==> src/rtl/dsp_adc_rx_pkg.sv <==
// Shared constants and types for the ADC receive path: register map,
// receive FSM states and status-word bit positions.
package dsp_adc_rx_pkg;

    localparam int unsigned DEF_RX_DATA_ADDR = 9;
    localparam int unsigned DEF_RX_STAT_ADDR = 10;

    typedef enum logic [1:0] {
        IDLE = 2'd0,
        FILL = 2'd1,
        RUN  = 2'd2
    } rx_state_t;

    localparam int STAT_RUN  = 0;
    localparam int STAT_FILL = 1;
    localparam int STAT_OVF  = 2;
    localparam int STAT_UDF  = 3;

endpackage

==> src/rtl/dsp_adc_rx_if.sv <==
// RX FIFO ports (write and read side) plus the host register read bus.
// The receive block uses the slave view; whoever models FIFO and host uses master.
interface dsp_adc_rx_if #(
    parameter int unsigned BUS_WIDTH  = 8,
    parameter int unsigned DATA_WIDTH = 32
);
    // FIFO handshake: a strobe is a one-cycle request with no back-pressure;
    // the FIFO state is reported through i_full_rx / i_empty_rx only.
    logic                  i_full_rx;
    logic                  i_empty_rx;
    logic                  o_w_inc_rx;
    logic [BUS_WIDTH-1:0]  o_w_data_rx;
    logic [BUS_WIDTH-1:0]  i_rd_data_rx;
    logic                  o_rd_inc_rx;
    logic                  i_vaild_reg;
    logic [DATA_WIDTH-1:0] i_address_reg;
    logic                  o_rd_valid;
    logic [BUS_WIDTH-1:0]  o_rd_data;

    modport slave (
        input  i_full_rx, i_empty_rx, i_rd_data_rx, i_vaild_reg, i_address_reg,
        output o_w_inc_rx, o_w_data_rx, o_rd_inc_rx, o_rd_valid, o_rd_data
    );

    modport master (
        output i_full_rx, i_empty_rx, i_rd_data_rx, i_vaild_reg, i_address_reg,
        input  o_w_inc_rx, o_w_data_rx, o_rd_inc_rx, o_rd_valid, o_rd_data
    );

endinterface

==> src/rtl/dsp_adc_rx_moving_avg_core.sv <==
// Moving-average core: tap line and running sum. The result for an accepted
// sample is combinational so the caller can register it alongside its own gating.
module moving_avg_core #(
    parameter int unsigned BUS_WIDTH = 8,
    parameter int unsigned TAP_SIZE  = 4
) (
    input  logic                 clk,
    input  logic                 rst,
    input  logic                 i_clear,
    input  logic                 i_in_valid,
    input  logic [BUS_WIDTH-1:0] i_in_data,
    output logic                 o_out_valid,
    output logic [BUS_WIDTH-1:0] o_out_data
);

    localparam int unsigned LOG2  = $clog2(TAP_SIZE);
    localparam int unsigned SUM_W = BUS_WIDTH + LOG2;
    localparam int unsigned CNT_W = $clog2(TAP_SIZE + 1);

    logic [BUS_WIDTH-1:0] r_taps [TAP_SIZE];
    logic [SUM_W-1:0]     r_sum;
    logic [CNT_W-1:0]     r_count;
    logic [SUM_W-1:0]     w_next_sum;
    logic                 w_window_full;

    // Unfilled taps hold zero, so subtracting the oldest tap is always correct.
    assign w_next_sum    = r_sum + SUM_W'(i_in_data) - SUM_W'(r_taps[TAP_SIZE-1]);
    assign w_window_full = (r_count >= CNT_W'(TAP_SIZE - 1));
    assign o_out_valid   = i_in_valid && !i_clear && w_window_full;
    assign o_out_data    = w_next_sum[SUM_W-1:LOG2];

    always_ff @(posedge clk) begin
        if (rst || i_clear) begin
            for (int i = 0; i < TAP_SIZE; i++) r_taps[i] <= '0;
            r_sum   <= '0;
            r_count <= '0;
        end else if (i_in_valid) begin
            r_taps[0] <= i_in_data;
            for (int i = 1; i < TAP_SIZE; i++) r_taps[i] <= r_taps[i-1];
            r_sum <= w_next_sum;
            if (r_count != CNT_W'(TAP_SIZE)) r_count <= r_count + CNT_W'(1);
        end
    end

endmodule

==> src/rtl/dsp_adc_rx.sv <==
// ADC receive path: gates samples through the fill/run FSM into the moving
// average, pushes results to the RX FIFO and serves host data/status reads.
module dsp_adc_rx
    import dsp_adc_rx_pkg::*;
#(
    parameter int unsigned BUS_WIDTH    = 8,
    parameter int unsigned DATA_WIDTH   = 32,
    parameter int unsigned TAP_SIZE     = 4,
    parameter int unsigned RX_DATA_ADDR = DEF_RX_DATA_ADDR,
    parameter int unsigned RX_STAT_ADDR = DEF_RX_STAT_ADDR
) (
    input  logic                 clk,
    input  logic                 rst,
    input  logic                 mode_sel_rx,
    input  logic                 i_adc_valid,
    input  logic [BUS_WIDTH-1:0] i_adc_data,
    dsp_adc_rx_if.slave          bus,
    output logic [3:0]           dsp_stat_rx,
    output logic [1:0]           fifo_level_rx,
    output logic [7:0]           o_ovf_count,
    output rx_state_t            o_dbg_state
);

    rx_state_t            r_state;
    rx_state_t            w_next_state;
    logic                 r_w_inc;
    logic [BUS_WIDTH-1:0] r_w_data;
    logic                 r_rd_inc;
    logic                 r_rd_valid;
    logic [BUS_WIDTH-1:0] r_rd_data;
    logic                 r_ovf;
    logic                 r_udf;
    logic [7:0]           r_ovf_cnt;

    logic                 w_accept;
    logic                 w_clear;
    logic                 w_core_valid;
    logic [BUS_WIDTH-1:0] w_core_data;
    logic                 w_ovf_event;
    logic                 w_data_rd;
    logic                 w_stat_rd;
    logic                 w_udf_event;

    // A sample arriving while the mode bit drops is discarded along with the taps.
    assign w_accept    = i_adc_valid && mode_sel_rx && (r_state != IDLE);
    assign w_clear     = !mode_sel_rx;
    assign w_ovf_event = w_core_valid && bus.i_full_rx;
    assign w_data_rd   = bus.i_vaild_reg && (bus.i_address_reg == DATA_WIDTH'(RX_DATA_ADDR));
    assign w_stat_rd   = bus.i_vaild_reg && (bus.i_address_reg == DATA_WIDTH'(RX_STAT_ADDR));
    assign w_udf_event = w_data_rd && bus.i_empty_rx;

    moving_avg_core #(
        .BUS_WIDTH (BUS_WIDTH),
        .TAP_SIZE  (TAP_SIZE)
    ) u_core (
        .clk         (clk),
        .rst         (rst),
        .i_clear     (w_clear),
        .i_in_valid  (w_accept),
        .i_in_data   (i_adc_data),
        .o_out_valid (w_core_valid),
        .o_out_data  (w_core_data)
    );

    always_ff @(posedge clk) begin
        if (rst) r_state <= IDLE;
        else     r_state <= w_next_state;
    end

    // The sample that completes the window yields the first result and moves to RUN.
    always_comb begin
        w_next_state = r_state;
        case (r_state)
            IDLE:    if (mode_sel_rx) w_next_state = FILL;
            FILL:    if (!mode_sel_rx) w_next_state = IDLE;
                     else if (w_core_valid) w_next_state = RUN;
            RUN:     if (!mode_sel_rx) w_next_state = IDLE;
            default: w_next_state = IDLE;
        endcase
    end

    always_ff @(posedge clk) begin
        if (rst) begin
            r_w_inc  <= 1'b0;
            r_w_data <= '0;
        end else begin
            r_w_inc <= w_core_valid && !bus.i_full_rx;
            if (w_core_valid && !bus.i_full_rx) r_w_data <= w_core_data;
        end
    end

    always_ff @(posedge clk) begin
        if (rst) begin
            r_rd_inc   <= 1'b0;
            r_rd_valid <= 1'b0;
            r_rd_data  <= '0;
        end else begin
            r_rd_inc   <= 1'b0;
            r_rd_valid <= 1'b0;
            if (w_data_rd) begin
                r_rd_valid <= 1'b1;
                if (!bus.i_empty_rx) begin
                    r_rd_inc  <= 1'b1;
                    r_rd_data <= bus.i_rd_data_rx;
                end else begin
                    r_rd_data <= '0;
                end
            end else if (w_stat_rd) begin
                r_rd_valid <= 1'b1;
                r_rd_data  <= BUS_WIDTH'(dsp_stat_rx);
            end
        end
    end

    // A status read clears the sticky state, but an event in that same cycle survives.
    always_ff @(posedge clk) begin
        if (rst) begin
            r_ovf     <= 1'b0;
            r_udf     <= 1'b0;
            r_ovf_cnt <= '0;
        end else if (w_stat_rd) begin
            r_ovf     <= w_ovf_event;
            r_udf     <= w_udf_event;
            r_ovf_cnt <= w_ovf_event ? 8'd1 : 8'd0;
        end else begin
            if (w_ovf_event) begin
                r_ovf <= 1'b1;
                if (r_ovf_cnt != 8'hFF) r_ovf_cnt <= r_ovf_cnt + 8'd1;
            end
            if (w_udf_event) r_udf <= 1'b1;
        end
    end

    always_comb begin
        dsp_stat_rx           = '0;
        dsp_stat_rx[STAT_RUN]  = (r_state == RUN);
        dsp_stat_rx[STAT_FILL] = (r_state == FILL);
        dsp_stat_rx[STAT_OVF]  = r_ovf;
        dsp_stat_rx[STAT_UDF]  = r_udf;
    end

    assign fifo_level_rx   = {bus.i_empty_rx, bus.i_full_rx};
    assign o_ovf_count     = r_ovf_cnt;
    assign o_dbg_state     = r_state;
    assign bus.o_w_inc_rx  = r_w_inc;
    assign bus.o_w_data_rx = r_w_data;
    assign bus.o_rd_inc_rx = r_rd_inc;
    assign bus.o_rd_valid  = r_rd_valid;
    assign bus.o_rd_data   = r_rd_data;

endmodule

==> src/flat_wrapper.sv <==
// flat-port wrapper written by rule: the top's interface ports become plain ports
module dsp_adc_rx_flat import dsp_adc_rx_pkg::*;
#(
    parameter int unsigned BUS_WIDTH    = 8,
    parameter int unsigned DATA_WIDTH   = 32,
    parameter int unsigned TAP_SIZE     = 4,
    parameter int unsigned RX_DATA_ADDR = DEF_RX_DATA_ADDR,
    parameter int unsigned RX_STAT_ADDR = DEF_RX_STAT_ADDR
)
  (clk, rst, mode_sel_rx, i_adc_valid, i_adc_data, dsp_stat_rx, fifo_level_rx, o_ovf_count, o_dbg_state, bus_i_full_rx, bus_i_empty_rx, bus_i_rd_data_rx, bus_i_vaild_reg, bus_i_address_reg, bus_o_w_inc_rx, bus_o_w_data_rx, bus_o_rd_inc_rx, bus_o_rd_valid, bus_o_rd_data);
  dsp_adc_rx_if #(.BUS_WIDTH(BUS_WIDTH), .DATA_WIDTH(DATA_WIDTH)) bus_i ();
  input  logic clk;
  input  logic rst;
  input  logic mode_sel_rx;
  input  logic i_adc_valid;
  input  logic [BUS_WIDTH-1:0] i_adc_data;
  output logic [3:0] dsp_stat_rx;
  output logic [1:0] fifo_level_rx;
  output logic [7:0] o_ovf_count;
  output rx_state_t o_dbg_state;
  input wire logic [$bits(bus_i.i_full_rx)-1:0] bus_i_full_rx;
  input wire logic [$bits(bus_i.i_empty_rx)-1:0] bus_i_empty_rx;
  input wire logic [$bits(bus_i.i_rd_data_rx)-1:0] bus_i_rd_data_rx;
  input wire logic [$bits(bus_i.i_vaild_reg)-1:0] bus_i_vaild_reg;
  input wire logic [$bits(bus_i.i_address_reg)-1:0] bus_i_address_reg;
  output wire logic [$bits(bus_i.o_w_inc_rx)-1:0] bus_o_w_inc_rx;
  output wire logic [$bits(bus_i.o_w_data_rx)-1:0] bus_o_w_data_rx;
  output wire logic [$bits(bus_i.o_rd_inc_rx)-1:0] bus_o_rd_inc_rx;
  output wire logic [$bits(bus_i.o_rd_valid)-1:0] bus_o_rd_valid;
  output wire logic [$bits(bus_i.o_rd_data)-1:0] bus_o_rd_data;
  assign bus_i.i_full_rx = bus_i_full_rx;
  assign bus_i.i_empty_rx = bus_i_empty_rx;
  assign bus_i.i_rd_data_rx = bus_i_rd_data_rx;
  assign bus_i.i_vaild_reg = bus_i_vaild_reg;
  assign bus_i.i_address_reg = bus_i_address_reg;
  assign bus_o_w_inc_rx = bus_i.o_w_inc_rx;
  assign bus_o_w_data_rx = bus_i.o_w_data_rx;
  assign bus_o_rd_inc_rx = bus_i.o_rd_inc_rx;
  assign bus_o_rd_valid = bus_i.o_rd_valid;
  assign bus_o_rd_data = bus_i.o_rd_data;
  dsp_adc_rx #(.BUS_WIDTH(BUS_WIDTH), .DATA_WIDTH(DATA_WIDTH), .TAP_SIZE(TAP_SIZE), .RX_DATA_ADDR(RX_DATA_ADDR), .RX_STAT_ADDR(RX_STAT_ADDR)) u_core (.clk(clk), .rst(rst), .mode_sel_rx(mode_sel_rx), .i_adc_valid(i_adc_valid), .i_adc_data(i_adc_data), .bus(bus_i), .dsp_stat_rx(dsp_stat_rx), .fifo_level_rx(fifo_level_rx), .o_ovf_count(o_ovf_count), .o_dbg_state(o_dbg_state));
endmodule
==> config.mk <==
export PLATFORM = sky130hd
export DESIGN_NAME = dsp_adc_rx_flat
export DESIGN_NICKNAME = d
export VERILOG_FILES = /design/src/rtl/dsp_adc_rx_pkg.sv /design/src/rtl/dsp_adc_rx_if.sv /design/src/rtl/dsp_adc_rx_moving_avg_core.sv /design/src/rtl/dsp_adc_rx.sv /design/src/flat_wrapper.sv
export SDC_FILE = /design/constraint.sdc
export NUM_CORES = 1
export LEC_CHECK = 0
export CORE_MARGIN = 2
export CORE_UTILIZATION = 45
export CTS_BUF_LIST = sky130_fd_sc_hd__clkbuf_16
export CTS_CLUSTER_DIAMETER = 30
export CTS_CLUSTER_SIZE = 28
export DETAILED_ROUTE_END_ITERATION = 16
export PLACE_DENSITY = 0.73
export SLEW_MARGIN = 40
export SYNTH_ARGS = -nofsm -noshare
export SYNTH_HDL_FRONTEND = slang
export SYNTH_HIERARCHICAL = 1
export SYNTH_SLANG_ARGS = --single-unit
==> constraint.sdc <==
create_clock -name clk -period 7.6 [get_ports clk]
set_input_delay 1.14 -clock clk [delete_from_list [all_inputs] [get_ports clk]]
set_output_delay 1.14 -clock clk [all_outputs]
set_load 0.01 [all_outputs]
**After elaboration in Yosys (flattened, before gate mapping)**

Memories as Yosys holds them, arrays and structs flattened.
Index checks and enable logic that the tools add are counted.

- Reductions and logical operators: 22
- Bitwise operators: 5
- $add $sub $neg: 4
- Magnitude comparators: 1
- Equal/unequal tests: 9
- Mux-type cells: 28

Operators with widths:

| cell | count |
|---|---|
| 2-to-1 mux 8 bit | 10 |
| equality test 32 x 4 -> 1 bit, second input constant | 2 |
| 2-to-1 mux 1 bit | 13 |
| adder 10 x 8 -> 10 bit | 1 |
| nonzero test 2 bit | 5 |
| subtractor 10 x 8 -> 10 bit | 1 |
| logical AND 1 bit | 9 |
| adder 8 x 1 -> 8 bit, second input constant | 1 |
| 2-to-1 mux 2 bit | 4 |
| != test 8 bit, second input constant | 1 |
| case mux 2 bit (3 select lines) | 1 |
| != test 2 bit, second input constant | 2 |
| bitwise OR 1 bit | 4 |
| AND reduction 2 bit | 2 |
| adder 3 x 1 -> 3 bit, second input constant | 1 |
| greater-or-equal comparator 3 x 2 -> 1 bit, second input constant | 1 |
| != test 3 x 2 -> 1 bit, second input constant | 1 |
| != test 3 bit, second input constant | 1 |
| AND reduction 3 bit | 1 |
| equality test 2 x 1 -> 1 bit, second input constant | 1 |
| equality test 2 bit, second input constant | 1 |
| logical NOT 1 bit | 2 |
| logical NOT 2 bit | 1 |
| OR reduction 2 bit | 1 |
| 2 further kinds | 2 |

- Logic and storage cells: 81
- Memories: 1
- Output and inout port bits: 35
- Memory bits (writable): 32
- Bits in registers: 44

Memory list:

| name | depth | bits a word | read ports | clocked after Yosys merged registers in | wr ports | line | text |
|---|---|---|---|---|---|---|---|
| u_core.u_core.r_taps | 4 | 8 | 4 | 0 | 4 | dsp_adc_rx_moving_avg_core.sv:20 | `logic [BUS_WIDTH-1:0] r_taps [TAP_SIZE];` |

**Longest topological paths before layout**

Gate-level depths: netlist of the first run.

- Depth after elaboration: 7
- Gate-level depth with buffers: 14
- Mapped depth without buffers: 13

**Modules after synthesis**

The synthesis of the first run kept the hierarchy.

Modules (own cells, without submodules):

| module | area an instance (µm²) | cells each | seq. area each (µm²) | instances |
|---|---|---|---|---|
| moving_avg_core | 2612.5 | 249 | 1221.2 | 1 |
| dsp_adc_rx | 1410.1 | 166 | 620.6 | 1 |

**Worst setup path after synthesis of the first run**

Ideal clock, no wire load.

- Kind: input to register
- Start point: in i_adc_data[1]
- End point: reg u_core.r_w_data[7] (netlist: u_core/bus.o_w_data_rx[7])
- Required time: 7468 ps
- Arrival time: 3169 ps
- Cell stages on the path: 12
- Path slack: 4298 ps
- Cells stage by stage: inv_1 fa_1 inv_1 ha_1 a21o_1 nand4_1 a211oi_2 nor2_1 xnor3_1 buf_4 nand2_1 a21oi_1

- Cells in the longest elaborated chain, start to end: 2

Ends and longest elaborated chain:

| what | line | text |
|---|---|---|
| from (decl) | flat_wrapper.sv:16 | `input logic [BUS_WIDTH-1:0] i_adc_data;` |
| adder 10 x 8 -> 10 bit | dsp_adc_rx_moving_avg_core.sv:27 | `assign w_next_sum = r_sum + SUM_W'(i_in_data) - SUM_W'(r_taps[TAP_SIZE-1]);` |
| subtractor 10 x 8 -> 10 bit | dsp_adc_rx_moving_avg_core.sv:27 |  |
| named net u_core.u_core.w_next_sum[9] | dsp_adc_rx_moving_avg_core.sv:23 | `logic [SUM_W-1:0] w_next_sum;` |
| to (signal assigned) | dsp_adc_rx.sv:88 | `if (w_core_valid && !bus.i_full_rx) r_w_data <= w_core_data;` |
| to (decl) | dsp_adc_rx.sv:27 | `logic [BUS_WIDTH-1:0] r_w_data;` |

The timed path passes the listed nets, and every way through them passes these cells.
A chain may end at the register's enable or synchronous reset.

**Worst setup path after layout of the first run**

- Start point: in mode_sel_rx
- End point: reg u_core.r_ovf_cnt[7] (netlist: u_core/o_ovf_count[7])

- Cells in the longest elaborated chain, start to end: 7

Ends and longest elaborated chain:

| what | line | text |
|---|---|---|
| from (decl) | flat_wrapper.sv:14 | `input logic mode_sel_rx;` |
| logical AND 1 bit (2 in series) | dsp_adc_rx.sv:45 | `assign w_accept = i_adc_valid && mode_sel_rx && (r_state != IDLE);` |
| named net u_core.w_accept | dsp_adc_rx.sv:35 | `logic w_accept;` |
| logical AND 1 bit (2 in series) | dsp_adc_rx_moving_avg_core.sv:29 | `assign o_out_valid = i_in_valid && !i_clear && w_window_full;` |
| named net u_core.w_core_valid | dsp_adc_rx.sv:37 | `logic w_core_valid;` |
| logical AND 1 bit | dsp_adc_rx.sv:47 | `assign w_ovf_event = w_core_valid && bus.i_full_rx;` |
| nonzero test 2 bit (no line) | - |  |
| AND reduction 2 bit (no line) | - |  |
| to (signal assigned) | dsp_adc_rx.sv:124 | `r_ovf_cnt <= w_ovf_event ? 8'd1 : 8'd0;` |
| to (signal assigned) | dsp_adc_rx.sv:128 | `if (r_ovf_cnt != 8'hFF) r_ovf_cnt <= r_ovf_cnt + 8'd1;` |
| to (decl) | dsp_adc_rx.sv:33 | `logic [7:0] r_ovf_cnt;` |

The timed path passes the listed nets, and every way through them passes these cells.

==> impl_metrics.prom, run 1 <==
# TYPE chip_impl_metric gauge
chip_impl_info{name="outcome",value="finished, final reports clean"} 1
chip_impl_metric{name="drtAntennaViolNets",unit=""} 0
chip_impl_metric{name="first_pass_iters",unit=""} 4
chip_impl_metric{name="yosysUniqueCellTypes",unit=""} 53
chip_impl_metric{name="core",unit="mm^2"} 0.008678
chip_impl_metric{name="synth_sequential_area_ratio",unit="%"} 45.79
chip_impl_info{name="final_common_cell",value="sky130_fd_sc_hd__clkdlybuf4s50_1"} 1
chip_impl_metric{name="number_of_failing_setup_endpoints_in_the_final_timing_report",unit=""} 0
chip_impl_info{name="tritoncts",value="built"} 1
chip_impl_metric{name="preCtsSetupSlack",unit="ps"} 3250
chip_impl_metric{name="cts-hold-fix-buffers",unit=""} 0
chip_impl_metric{name="synth_cells",unit=""} 415
chip_impl_metric{name="worst_ep_arrival_time",unit="ps"} 4300
chip_impl_metric{name="worst_setup_slack_final",unit="ps"} 3480
chip_impl_metric{name="tritoncts.num_buffers",unit=""} 9
chip_impl_metric{name="ioPinCount",unit=""} 90
chip_impl_metric{name="timing.final.hold_violations",unit=""} 0
chip_impl_metric{name="gp_congestion",unit=""} 0.7756
chip_impl_info{name="path_cells",value="clkdlybuf4s50_1 -> o211a_1 -> buf_4 -> inv_1 -> nor3_1 -> nand2_1 -> a21oi_1 -> and3_1 -> xnor2_1 -> nor3_1"} 1
chip_impl_info{name="crit_path_end_kind",value="flop"} 1
chip_impl_metric{name="die_height",unit="um"} 98.55
chip_impl_metric{name="path_depth",unit=""} 10
chip_impl_metric{name="initialDrtViolationCount",unit=""} 155
chip_impl_metric{name="netlist_area",unit="mm^2"} 0.004023
chip_impl_metric{name="drc",unit=""} 0
chip_impl_info{name="worst-setup-path-type",value="in2reg"} 1
chip_impl_info{name="master_of_the_slowest_instance_on_the_critical_path",value="sky130_fd_sc_hd__nor3_1"} 1
chip_impl_metric{name="worst-path-buf-inv",unit=""} 3
chip_impl_metric{name="max-slew-margin-rel",unit="%"} 49.12
chip_impl_metric{name="clkTransAtPathRegs",unit="ps"} 50
chip_impl_metric{name="tritoncts_num_sinks",unit=""} 76
chip_impl_metric{name="synth_async_sr_flop_share",unit="%"} 0
chip_impl_metric{name="tns",unit="ps"} 0
chip_impl_metric{name="antenna_found_initial",unit=""} 0
chip_impl_info{name="clk_root_buffer_cell",value="sky130_fd_sc_hd__clkbuf_16"} 1
chip_impl_metric{name="grt_pass1_wl",unit="um"} 15170
chip_impl_metric{name="clk_path_buf_depth",unit=""} 2
chip_impl_metric{name="dr_total_vias",unit=""} 3157
chip_impl_metric{name="std_cell_rows",unit=""} 34
chip_impl_info{name="cp_common_cell",value="sky130_fd_sc_hd__nor3_1"} 1
chip_impl_info{name="worst_hold_startpoint",value="u_core/bus.o_w_data_rx[1]$_SDFFE_PP0P_"} 1
chip_impl_metric{name="drv_cap",unit=""} 0
chip_impl_metric{name="area.growth.synth_to_final",unit="%"} 30.08
chip_impl_metric{name="critPathMaxStageDelay",unit="ps"} 660
chip_impl_metric{name="fmax",unit="GHz"} 0.2427
chip_impl_metric{name="antennaDiodeCount",unit=""} 0
chip_impl_metric{name="timing_max_transition_violations_final",unit=""} 0
chip_impl_metric{name="hold_slack",unit="ps"} 455.4
chip_impl_metric{name="fin_skew",unit="ps"} 8.773
chip_impl_metric{name="via_per_inst",unit=""} 5.270
chip_impl_metric{name="total_leakage_power",unit="nW"} 2.081
chip_impl_info{name="grt_setup_unrepaired",value="no"} 1
chip_impl_metric{name="avgRoutedWirePerCell",unit="um"} 14.76
chip_impl_metric{name="timing.reg2reg.setup_slack",unit="ps"} 4340
chip_impl_metric{name="layout.core_utilization",unit="%"} 60.29
chip_impl_metric{name="max-vdd-ir-drop",unit="V"} 0.0001963
chip_impl_metric{name="starting_density_of_the_core",unit="%"} 46.35
chip_impl_info{name="path_delay_family",value="buffers and inverters"} 1
chip_impl_metric{name="overflow",unit=""} 0
chip_impl_metric{name="drive_gt1_share",unit="%"} 5.499
chip_impl_info{name="timing.critical_path.from",value="mode_sel_rx"} 1
chip_impl_metric{name="final.period_utilization",unit="%"} 54.21
chip_impl_metric{name="crit_required",unit="ps"} 7780
chip_impl_info{name="critPathLaunchType",value="primary input"} 1
chip_impl_info{name="crit-reg2reg-launch",value="u_core/o_dbg_state[1]$_SDFFE_PP0P_"} 1
chip_impl_metric{name="routed_wirelength",unit="um"} 8843
chip_impl_metric{name="synth_net_count",unit=""} 492
chip_impl_metric{name="chipWidth",unit="um"} 98.55
chip_impl_info{name="worst_hold_path_type",value="reg2reg"} 1
chip_impl_metric{name="grt_start_max_net_pins",unit=""} 41
chip_impl_info{name="r2r_end",value="u_core/o_ovf_count[7]$_SDFFE_PP0P_"} 1
chip_impl_metric{name="synth_edf_count",unit=""} 32
chip_impl_metric{name="grt_util_all_layers",unit="%"} 19.31
chip_impl_metric{name="die_area",unit="mm^2"} 0.009711
chip_impl_metric{name="clk_latency",unit="ps"} 330
chip_impl_metric{name="totalPowerFinal",unit="mW"} 1.038
chip_impl_metric{name="worst_r2r_path_depth",unit=""} 9
chip_impl_info{name="layout.cells.most_common_list",value="sky130_fd_sc_hd__clkdlybuf4s50_1 (89), sky130_fd_sc_hd__inv_1 (44), sky130_fd_sc_hd__dfxtp_1 (44)"} 1
chip_impl_metric{name="fin_nets",unit=""} 564
chip_impl_metric{name="synth_warnings",unit=""} 6
chip_impl_metric{name="cts-resized-gates",unit=""} 0
chip_impl_metric{name="grt_pass1_vias",unit=""} 3151
chip_impl_info{name="worstHoldEndpoint",value="u_core/bus.o_w_data_rx[1]$_SDFFE_PP0P_"} 1
chip_impl_metric{name="syn-mean-instance-area",unit="um^2"} 9.693
chip_impl_metric{name="power_per_cell_area",unit="mW/mm^2"} 198.4
chip_impl_metric{name="critical_path.max_fanout",unit=""} 40
chip_impl_info{name="postSynth.topFlopCell",value="sky130_fd_sc_hd__dfxtp_1"} 1
chip_impl_metric{name="cts.repair_timing.setup_buffer_count",unit=""} 0
chip_impl_metric{name="timing_worst_slew_pin_value",unit="ps"} 756.9
chip_impl_metric{name="layout_min_cycle_time",unit="ps"} 4120
chip_impl_metric{name="synth.ff_latch_count",unit=""} 76
chip_impl_metric{name="holdPathStages",unit=""} 2
chip_impl_metric{name="dp_hpwl",unit="um"} 6501
chip_impl_metric{name="buffer_ports.inserted",unit=""} 89
chip_impl_metric{name="ctsHtreeMaxLevel",unit=""} 3
[worst max path at each step]
stage / to / slack (ps)
6_report: u_core/o_ovf_count[7]$_SDFFE_PP0P_ / 3480
2_1_floorplan: u_core/bus.o_w_data_rx[7]$_SDFFE_PP0P_ / 4300
4_1_cts: u_core/o_ovf_count[5]$_SDFFE_PP0P_ / 3550
3_5_place_dp: u_core/o_ovf_count[7]$_SDFFE_PP0P_ / 3250
5_1_grt: u_core/o_ovf_count[5]$_SDFFE_PP0P_ / 3200
3_3_place_gp: u_core/o_ovf_count[7]$_SDFFE_PP0P_ / 3350
[state kept, by name, summed over array words and instances (netlist names)]
signal	flops
u_core/r_ovf	1
u_core/bus.o_rd_valid	1
u_core/bus.o_w_data_rx	8
u_core/bus.o_w_inc_rx	1
u_core/o_ovf_count	8
u_core/u_core/r_count	3
u_core/o_dbg_state	2
u_core/bus.o_rd_inc_rx	1
u_core/bus.o_rd_data	8
u_core/u_core/r_taps	32
u_core/r_udf	1
u_core/u_core/r_sum	10
[metal layers]
metal	vias up	global-route usage, %	part of all wire (%)	wire length [um]
met5	-	0	0	0
met4	0	4.320	0.72	64
met3	7	6.099	5.3	471
met2	85	31.55	48	4254
met1	1479	25.37	46	4052
li1	1586	-	-	-
[per-stage QoR]
step,instances,cell area (um^2)
floorplan,415,4023
global placement,584,4895
detailed placement,584,4903
CTS,599,5233
global route,599,5233
finish,599,5233
[worst reg2reg max path, delay by kind of cell, from the launching register on]
family | cells | cell delay, ps
AO/OA/AOI/OAI | 2 | 630
XOR/XNOR | 1 | 120
flip-flops | 1 | 430
buffers and inverters | 2 | 770
AND/OR/NAND/NOR | 4 | 1180
[layout make-up]
cell class | count | area [um^2]
inverter | 44 | 165.2
multi-input combinational | 263 | 1841
sequential | 76 | 1842
clock buffer | 9 | 225.2
timing repair buffer | 93 | 920.9
clock inverter | 6 | 103.9
fill | 763 | 3446
tap | 108 | 135.1
[report_power, final]
| group | internal, mW | switching [mW] |
|---|---|---|
| Clock | 0.316 | 0.154 |
| Sequential | 0.434 | 0.00321 |
| Combinational | 0.0631 | 0.0672 |
| Total | 0.813 | 0.225 |
[synth_stat cells, drive strengths merged, types with 2 or more instances]
master / number / area (um^2)
or4: 4 / 30.03
and3: 29 / 181.4
nor4: 9 / 62.56
ha: 14 / 175.2
a21oi: 34 / 185.2
o21ai: 7 / 46.30
edfxtp: 32 / 960.9
inv: 44 / 165.2
a21o: 4 / 30.03
nand3: 14 / 70.07
nor2: 16 / 60.06
buf: 20 / 145.1
nand4: 8 / 50.05
clkbuf: 12 / 45.04
nand2b: 8 / 50.05
or3: 2 / 12.51
o21bai: 3 / 22.52
nor2b: 6 / 45.04
mux2i: 8 / 80.08
dfxtp: 44 / 880.8
a211oi: 5 / 42.54
nor3: 18 / 90.09
xor2: 4 / 35.03
nand2: 30 / 112.6
xnor2: 7 / 61.31
fa: 8 / 160.2
nand3b: 8 / 60.06
[cells by family after synthesis]
logic type | Yosys count | share of synthesized area (%)
compound gates | 63 | 10.39
xor+xnor | 12 | 2.955
fa+ha+maj | 22 | 8.336
buf+inv | 76 | 8.834
flops | 76 | 45.79
mux | 8 | 1.991
simple gates | 158 | 21.71
(Power assumes the default switching activity.)
==> run 2: changes to the inputs <==
- PLACE_DENSITY: 0.73 -> 0.75
- clock period: 7.6 -> 3.6 ns (I/O delays scaled with it)
==> impl_metrics.prom, run 2 (synthesized netlist as in run 1, its figures left out) <==
# TYPE chip_impl_metric gauge
chip_impl_info{name="outcome",value="finished, final reports clean"} 1
chip_impl_metric{name="total_leakage_power",unit="nW"} 2.058
chip_impl_metric{name="dp_hpwl",unit="um"} 6455
chip_impl_metric{name="grt_util_all_layers",unit="%"} 18.93
chip_impl_info{name="grt_setup_unrepaired",value="no"} 1
chip_impl_metric{name="cts.repair_timing.setup_buffer_count",unit=""} 0
chip_impl_metric{name="timing_worst_slew_pin_value",unit="ps"} 784.7
chip_impl_metric{name="clkTransAtPathRegs",unit="ps"} 50
chip_impl_info{name="max_flop_register",value="u_core/u_core/r_taps"} 1
chip_impl_metric{name="routed_wirelength",unit="um"} 8856
chip_impl_metric{name="timing.reg2reg.setup_slack",unit="ps"} 1040
chip_impl_metric{name="post-route-cell-area",unit="mm^2"} 0.005211
chip_impl_metric{name="drtAntennaViolNets",unit=""} 0
chip_impl_metric{name="totalPowerFinal",unit="mW"} 2.071
chip_impl_info{name="critPathLaunchType",value="primary input"} 1
chip_impl_metric{name="buffer_ports.inserted",unit=""} 89
chip_impl_metric{name="ctsHtreeMaxLevel",unit=""} 3
chip_impl_info{name="worst_hold_path_type",value="reg2reg"} 1
chip_impl_metric{name="post_dp_cell_area",unit="mm^2"} 0.004917
chip_impl_info{name="clk_root_buffer_cell",value="sky130_fd_sc_hd__clkbuf_16"} 1
chip_impl_metric{name="first_pass_iters",unit=""} 4
chip_impl_metric{name="cts-hold-fix-buffers",unit=""} 0
chip_impl_metric{name="area.growth.synth_to_final",unit="%"} 29.55
chip_impl_metric{name="overflow",unit=""} 0
chip_impl_metric{name="crit_required",unit="ps"} 3860
chip_impl_metric{name="final.period_utilization",unit="%"} 81.56
chip_impl_metric{name="area.sequential",unit="mm^2"} 0.001842
chip_impl_info{name="layout.cells.most_common_list",value="sky130_fd_sc_hd__clkdlybuf4s50_1 (89), sky130_fd_sc_hd__inv_1 (45), sky130_fd_sc_hd__dfxtp_1 (44)"} 1
chip_impl_info{name="tritoncts",value="built"} 1
chip_impl_metric{name="critical_path.max_fanout",unit=""} 4
chip_impl_metric{name="largest_register_ffs",unit=""} 32
chip_impl_metric{name="clk_path_buf_depth",unit=""} 2
chip_impl_info{name="worst-setup-path-type",value="in2reg"} 1
chip_impl_metric{name="multi_input_area",unit="mm^2"} 0.001832
chip_impl_metric{name="antenna_found_initial",unit=""} 0
chip_impl_metric{name="via_per_inst",unit=""} 5.373
chip_impl_metric{name="timing.final.hold_violations",unit=""} 0
chip_impl_metric{name="place_inst",unit=""} 587
chip_impl_metric{name="tritoncts.num_buffers",unit=""} 9
chip_impl_metric{name="tns",unit="ps"} 0
chip_impl_metric{name="tritoncts_num_sinks",unit=""} 76
chip_impl_metric{name="cts-resized-gates",unit=""} 0
chip_impl_metric{name="drc",unit=""} 0
chip_impl_metric{name="grt_pass1_vias",unit=""} 3220
chip_impl_metric{name="worst_ep_arrival_time",unit="ps"} 3190
chip_impl_metric{name="fin_skew",unit="ps"} 4.930
chip_impl_metric{name="chipWidth",unit="um"} 98.55
chip_impl_metric{name="avgRoutedWirePerCell",unit="um"} 14.69
chip_impl_metric{name="fillerInstances",unit=""} 748
chip_impl_metric{name="max-slew-margin-rel",unit="%"} 47.25
chip_impl_info{name="final_common_cell",value="sky130_fd_sc_hd__clkdlybuf4s50_1"} 1
chip_impl_metric{name="timing_max_transition_violations_final",unit=""} 0
chip_impl_info{name="crit_path_end_kind",value="flop"} 1
chip_impl_metric{name="layout_min_cycle_time",unit="ps"} 2936
chip_impl_metric{name="grt_pass1_wl",unit="um"} 14990
chip_impl_metric{name="starting_density_of_the_core",unit="%"} 46.35
chip_impl_metric{name="drive_gt1_share",unit="%"} 6.061
chip_impl_metric{name="std_cell_rows",unit=""} 34
chip_impl_metric{name="layout.core_utilization",unit="%"} 60.05
chip_impl_metric{name="max-vdd-ir-drop",unit="V"} 0.0004125
chip_impl_metric{name="die_area",unit="mm^2"} 0.009711
chip_impl_metric{name="layout.cells.non_filler",unit=""} 603
chip_impl_metric{name="die_height",unit="um"} 98.55
chip_impl_metric{name="antennaDiodeCount",unit=""} 0
chip_impl_metric{name="initialDrtViolationCount",unit=""} 130
chip_impl_metric{name="dr_total_vias",unit=""} 3240
chip_impl_metric{name="clk_latency",unit="ps"} 330
chip_impl_metric{name="gp_congestion",unit=""} 0.8205
chip_impl_metric{name="power_per_cell_area",unit="mW/mm^2"} 397.5
chip_impl_metric{name="grt_start_max_net_pins",unit=""} 40
chip_impl_info{name="leading_registers_by_flop_count",value="u_core/u_core/r_taps x32, u_core/u_core/r_sum x10"} 1
chip_impl_metric{name="core",unit="mm^2"} 0.008678
chip_impl_metric{name="fin_nets",unit=""} 567
chip_impl_metric{name="fmax",unit="GHz"} 0.3406
chip_impl_metric{name="drv_cap",unit=""} 0
chip_impl_metric{name="ioPinCount",unit=""} 90
chip_impl_metric{name="number_of_failing_setup_endpoints_in_the_final_timing_report",unit=""} 0
## run 2: critical path, cell delays in order
cell and delay [ps]:
sky130_fd_sc_hd__clkdlybuf4s50_1 450, sky130_fd_sc_hd__inv_1 70, sky130_fd_sc_hd__fa_1 590, sky130_fd_sc_hd__inv_1 50
sky130_fd_sc_hd__ha_1 270, sky130_fd_sc_hd__a21o_1 120, sky130_fd_sc_hd__nand4_1 190, sky130_fd_sc_hd__a211oi_2 440
sky130_fd_sc_hd__nor2_1 90, sky130_fd_sc_hd__xnor3_1 210, sky130_fd_sc_hd__nand2_1 50, sky130_fd_sc_hd__a21oi_1 120
## run 2: area by class of cell
cell class                 instances  area share (%)
multi-input combinational        263           35.15
clock buffer                       9           4.322
clock inverter                     7           1.321
tap                              108           2.593
sequential                        76           35.34
timing repair buffer              96           18.10
inverter                          44           3.169
## run 2: power by group
group | switching (mW) | leakage, nW | internal [mW]
Combinational | 0.143 | 1.21 | 0.133
Sequential | 0.00650 | 0.713 | 0.916
Clock | 0.340 | 0.136 | 0.532
Total | 0.490 | 2.06 | 1.58
## run 2: layer usage
layer	global-route usage [%]	up-vias	share of wire, %
met5	0	-	0
met4	4.320	0	1.3
met3	5.603	15	6.4
met2	32.50	106	47
met1	23.66	1522	45
li1	-	1597	-
## run 2: final timing paths
| kind | depth (start not counted) | endpoint | start |
|---|---|---|---|
| max | 12 | u_core/bus.o_w_data_rx[7]$_SDFFE_PP0P_ | i_adc_data[1] |
| min | 2 | u_core/bus.o_w_data_rx[7]$_SDFFE_PP0P_ | u_core/bus.o_w_data_rx[7]$_SDFFE_PP0P_ |
| max reg2reg | 11 | u_core/bus.o_w_data_rx[7]$_SDFFE_PP0P_ | u_core/u_core/r_sum[1]$_SDFFE_PP0P_ |
| min reg2reg | 2 | u_core/bus.o_w_data_rx[7]$_SDFFE_PP0P_ | u_core/bus.o_w_data_rx[7]$_SDFFE_PP0P_ |
## run 2: through the flow
| step | setup slack (ps) | hold slack, ps |
|---|---|---|
| final | 663.7 | 458.3 |
| after global routing | 504.2 | 478.2 |
| after CTS | 690.2 | 461.4 |
| after detailed placement | 357.1 | 453.6 |
| after global placement | 413.4 | 444.6 |
| after floorplan | 898.2 | 444.9 |
